<file path="config.mk">
export PLATFORM = sky130hd
export DESIGN_NAME = nibble_add_seq
export DESIGN_NICKNAME = d
export VERILOG_FILES = /design/src/rtl/nibble_add_seq.sv
export SDC_FILE = /design/constraint.sdc
export NUM_CORES = 1
export LEC_CHECK = 0
export CORE_MARGIN = 1
export CORE_UTILIZATION = 49
export CTS_CLUSTER_SIZE = 12
export DETAILED_ROUTE_END_ITERATION = 6
export PLACE_DENSITY = 0.87
export SYNTH_ARGS = -nofsm -noshare
export SYNTH_HDL_FRONTEND = slang
export SYNTH_SLANG_ARGS = --single-unit
</file>
<file path="constraint.sdc">
create_clock -name clk -period 4.05 [get_ports clk]
set_clock_uncertainty 0.05 [all_clocks]
set_input_delay 0.81 -clock clk [delete_from_list [all_inputs] [get_ports clk]]
set_output_delay 0.81 -clock clk [all_outputs]
set_load 0.02 [all_outputs]
</file>
<file path="src/rtl/nibble_add_seq.sv">
// Wide add/subtract sequencer: drives a shared 4-bit combinational adder one
// nibble per clock (LSB first), holding the ripple carry in a register.
module nibble_add_seq #(
  parameter int NIBBLES = 4,
  localparam int W = 4 * NIBBLES
) (
  input  logic         clk,
  input  logic         rst,
  input  logic         start_valid,
  output logic         start_ready,
  input  logic [W-1:0] op_a,
  input  logic [W-1:0] op_b,
  input  logic         op_sub,
  input  logic         carry_in,
  output logic [3:0]   add_a,
  output logic [3:0]   add_b,
  output logic         add_cin,
  input  logic [3:0]   add_sum,
  input  logic         add_cout,
  output logic         res_valid,
  input  logic         res_ready,
  output logic [W-1:0] result,
  output logic         res_cout,
  output logic         res_ovf,
  output logic         busy
);

  localparam int IW = $clog2(NIBBLES);

  typedef enum logic [1:0] {IDLE, RUN, DONE} state_t;

  state_t         state_q, state_d;
  logic [IW-1:0]  idx_q, idx_d;
  logic           carry_q, carry_d;
  logic [W-1:0]   a_q, a_d;
  logic [W-1:0]   b_q, b_d;
  logic [W-1:0]   result_q, result_d;
  logic           res_cout_q, res_cout_d;
  logic           res_ovf_q, res_ovf_d;

  always_ff @(posedge clk or posedge rst) begin
    if (rst) begin
      state_q    <= IDLE;
      idx_q      <= '0;
      carry_q    <= 1'b0;
      a_q        <= '0;
      b_q        <= '0;
      result_q   <= '0;
      res_cout_q <= 1'b0;
      res_ovf_q  <= 1'b0;
    end else begin
      state_q    <= state_d;
      idx_q      <= idx_d;
      carry_q    <= carry_d;
      a_q        <= a_d;
      b_q        <= b_d;
      result_q   <= result_d;
      res_cout_q <= res_cout_d;
      res_ovf_q  <= res_ovf_d;
    end
  end

  always_comb begin
    state_d    = state_q;
    idx_d      = idx_q;
    carry_d    = carry_q;
    a_d        = a_q;
    b_d        = b_q;
    result_d   = result_q;
    res_cout_d = res_cout_q;
    res_ovf_d  = res_ovf_q;
    case (state_q)
      IDLE: begin
        if (start_valid) begin
          // Subtraction is A + ~B + 1, so B is stored inverted and the carry seeded.
          a_d     = op_a;
          b_d     = op_sub ? ~op_b : op_b;
          carry_d = op_sub ? 1'b1 : carry_in;
          idx_d   = '0;
          state_d = RUN;
        end
      end
      RUN: begin
        result_d[4*idx_q +: 4] = add_sum;
        carry_d                = add_cout;
        idx_d                  = idx_q + 1'b1;
        if (idx_q == IW'(NIBBLES - 1)) begin
          res_cout_d = add_cout;
          res_ovf_d  = (a_q[W-1] == b_q[W-1]) && (add_sum[3] != a_q[W-1]);
          state_d    = DONE;
        end
      end
      DONE: begin
        if (res_ready) state_d = IDLE;
      end
      default: state_d = IDLE;
    endcase
  end

  always_comb begin
    start_ready = 1'b0;
    add_a       = 4'h0;
    add_b       = 4'h0;
    add_cin     = 1'b0;
    res_valid   = 1'b0;
    case (state_q)
      // Gated by rst so the request side sees not-ready throughout reset.
      IDLE: start_ready = ~rst;
      RUN: begin
        add_a   = a_q[4*idx_q +: 4];
        add_b   = b_q[4*idx_q +: 4];
        add_cin = carry_q;
      end
      DONE:    res_valid = 1'b1;
      default: ;
    endcase
  end

  assign busy     = (state_q != IDLE);
  assign result   = result_q;
  assign res_cout = res_cout_q;
  assign res_ovf  = res_ovf_q;

endmodule

</file>
* After elaboration in Yosys (flattened, before gate mapping) *
Cells that the tools add are included.

word-level totals
  flip-flop bits (word level) = 55
  latch bits = 0
  RAM bits = 0
  bits in read-only memories = 0
  word-level logic and storage cells = 48
  memories kept = 0

cells by class
  add/subtract/negate cells = 2
  multipliers = 0
  divide/modulo/power cells = 0
  magnitude comparators = 0
  eq/ne operators = 8
  shift-type cells = 4
  mux-type cells = 16
  bitwise logic cells = 2
  reduce and logical (&&, ||, !) cells = 8

operators with widths
  operator                 number
  $neg 4->34               1
  $shift 4x34->16 const A  1
  $shiftx 4x34->16         1
  $shiftx 16x5->4          2
  $bwmux 16                1
  $mux 16                  1
  $not 16->16              1
  $mux 2                   4
  $mux 4                   2
  $ne 2x2->1 const B       3
  $pmux 2 s3               1
  $reduce_and 2->1         3
  $mux 1                   5
  $eq 2x2->1 const B       2
  $pmux 2 s2               1
  $reduce_bool 2->1        2
  $reduce_and 3->1         1
  $add 2x1->2 const B      1
  $eq 2x1->1 const B       1
  $logic_not 2->1          1
  $pmux 1 s2               1
  $eq 1x1->1               1
  $logic_and 1x1->1        1
  $ne 1x1->1               1
  $not 1->1                1

* Depth between registers and ports, before layout *
  word-level depth = 3
  depth in mapped cells = 7
  mapped depth without buffers = 5

* Worst setup path after synthesis *
No wires, ideal clock.

  kind = reg2out
  from = register idx_q[0]
  to = output port add_a[0]
  data arrival time = 1339 ps
  slack = 1851 ps
  stages on the path, launching flop included = 5
  cell sequence = dfrtp_1 buf_6 buf_8 mux4_2 and2_1

on the way
  longest elaborated chain between the ends = 2

ends and longest elaborated chain
  item                    RTL line  RTL
  from (decl)             33        logic [IW-1:0] idx_q, idx_d;
  from (signal assigned)  53        idx_q <= idx_d;
  $shiftx 16x5->4         110       add_a = a_q[4*idx_q +: 4];
  $mux 4                  106       case (state_q)
  to (decl)               15        output logic [3:0] add_a,

Every way passes these cells.

* Worst setup path after layout *
  from = register idx_q[0]
  to = output port add_b[3]

on the way
  longest elaborated chain between the ends = 2

ends and longest elaborated chain
  item             RTL line  RTL
  $shiftx 16x5->4  111       add_b = b_q[4*idx_q +: 4];
  $mux 4           106
  to (decl)        16        output logic [3:0] add_b,

Every way passes these cells.

==> out/results.txt <==
Reg area = 0.00138 mm^2
Wire per inst = 14.0 um
Worst slew pin tran = 1.16 ns
Post-Syn Instances = 256
Chip width = 77.0 um
Setup ws final = 0.610 ns
Post-synth top flop = dfrtp_1
Final Max Slew Viols = 0
Count leader, synth = nand2_1
Highest clock rate = 291 MHz
Share of the synthesized area in the top cell type = 49.9%
Multi-input logic area = 0.00126 mm^2
Leakage = 0.00155 uW
Fin crit share = 84.9%
Detailed-router iteration count before antenna repair = 4
Final WL = 5470 um
Final HPWL DP = 3970 um
FILL cells = 443
Final instance area = 0.00353 mm^2
Number of synthesized flops with an enable pin = 0
Place WS = 0.922 ns
Setup CP Type = flop to primary output
Hold Path Class = flop to flop
R2r worst-path depth = 5
Share of cells above drive strength 1 = 11.2%
Setup crit end = add_b[3]
Setup violators final = 0
Synth top cells by count = nand2_1 (87), dfrtp_1 (55), o21ai_2 (16), xnor2_1 (16), o21ai_0 (11)
GPL Wtd Cong = 0.769
Clock buffer depth = 2
Slew HR = 22.6%
CTS Root Cell = clkbuf_8
Unrepaired setup endpoints after global routing = no
Ports = 73
R2R Setup Slk = 1.58 ns
Overall Global Routing Usage = 20.2%
Worst EP arrival = 2.58 ns
Setup TNS = 0 ns
Layout area overhead = 28.1%
Pwr Density = 762 mW/mm^2
Vias in the first global route = 1999
RR Endpoint = result[9]$_DFFE_PP0P_
Max Fanout on Critical Path = 17
Port Buffers = 72
Top post-synthesis cells by area = dfrtp_1 (50%), nand2_1 (12%), o21ai_2 (5.1%), xnor2_1 (5.1%), mux4_1 (3.8%)
Max-cap violations = 0
CP Data Required Time = 3.19 ns
Global-route wire length before repair = 9430 um
Area leader, netlist = dfrtp_1
Initial cell density of the core = 52.3%
H-tree levels = 2
Final hold violation count = 0
Via-per-instance ratio = 5.13
CTS clock-pin slew for the worst setup and hold paths = 0.09 ns
Placed cells = 384
Nets = 369
Final critical-path required period = 3.44 ns
Status = complete, no violations
Post-Syn Area per Cell = 10.8 um^2
CP startpoint kind = flop
Synthesized Nets = 304
Postcts setup bufs = 0
CTS buffer count = 5
Worst reg2reg path startpoint = idx_q[0]$_DFFE_PP0P_
Critical path origin = idx_q[0]$_DFFE_PP0P_
CP Capture Type = primary output
Antenna-violating nets left = 0
Register area share after synthesis = 49.9%
Total gr overflow = 0
Cell Area, Placed = 0.00345 mm^2
Die area = 0.00593 mm^2
Maximum vdd ir drop = 397 uV
Distinct cells, synth = 36
Die Y = 77.0 um
Initial antenna violation count = 0
CTS tree = done
Clk sink count = 55
Iter 0 DRT Violations = 69
Post_cts resized = 0
Seq cells post-synth = 55
Synth Warn # = 0
Synthesized area = 0.00276 mm^2
Largest net degree at the start of global routing = 56
# hold bufs at CTS = 0
Via count = 2012
Post-synth ARST share = 100%
Final antenna diode count = 0
Core Region = 0.00527 mm^2
Fin cells = 392
Drt drc = 0
Clock latency on the worst-skew pair = 0.31 ns
Rows = 26
==> worst max-delay path: stages (launching register included) <==
cell,delay [ns]
dfrtp_1,0.90
mux4_1,0.65
and2_1,0.19
clkdlybuf4s50_1,0.53
==> worst min path at each step <==
stage	start	to	slack [ns]	cells after the start
2_1_floorplan	a_q[7]$_DFFE_PP0P_	a_q[7]$_DFFE_PP0P_	0.39	2
3_3_place_gp	a_q[7]$_DFFE_PP0P_	a_q[7]$_DFFE_PP0P_	0.40	2
6_report	a_q[14]$_DFFE_PP0P_	a_q[14]$_DFFE_PP0P_	0.43	2
5_1_grt	a_q[3]$_DFFE_PP0P_	a_q[3]$_DFFE_PP0P_	0.45	2
4_1_cts	b_q[0]$_DFFE_PP0P_	b_q[0]$_DFFE_PP0P_	0.43	2
3_5_place_dp	a_q[3]$_DFFE_PP0P_	a_q[3]$_DFFE_PP0P_	0.41	2
==> sequential cells by signal (all words and copies together), names as in the netlist <==
signal / count
idx_q: 2
a_q: 16
result: 16
res_cout: 1
state_q: 2
carry_q: 1
b_q: 16
res_ovf: 1
==> metal layers <==
metal	routed length, um	global-route usage, %
met1	2410	25.3
met2	2750	35.4
met3	270	4.88
met4	39	4.15
met5	0	0
==> through the flow <==
stage / utilization, % / hold WS [ns] / total power, uW
CTS: 67.0 / 0.431 / 2720
detailed placement: 65.5 / 0.409 / 2420
floorplan: - / 0.387 / 1940
global route: 67.0 / 0.450 / 2890
finish: 67.0 / 0.428 / 2690
global placement: 65.5 / 0.400 / 2360
==> cell families after synthesis <==
logic type	after synthesis	synth area share (%)
buf+inv	17	4.54
flops	55	49.9
xor+xnor	16	5.08
simple gates	116	20.5
compound gates	38	10.3
mux	9	7.49
fa+ha+maj	5	2.27
==> final cells by class <==
type | instances | area share (%)
inverters | 3 | 0.319
multi-input cells | 184 | 35.6
well taps | 70 | 2.48
repair buffers | 72 | 20.4
clock inverters | 1 | 0.142
clock buffers | 7 | 2.16
flip-flops and latches | 55 | 39.0
==> layout by cell type, fill, tap and decap left out, drive strengths merged, types with 2 or more instances in the layout <==
cell type and instances:
a22o 8, and2 9, clkbuf 7, clkdlybuf4s50 72, dfrtp 55, ha 5
inv 3, mux4 8, nand2 87, nand2b 2, nand3 3, nand3b 2
nor2 2, o21ai 28, xnor2 16
==> report_power, final <==
| group | total (uW) | internal, uW | switching (uW) |
|---|---|---|---|
| sequential | 1020 | 810 | 213 |
| combinational | 1370 | 682 | 688 |
| clock | 297 | 122 | 175 |
Power figures use the tool's default switching activity.
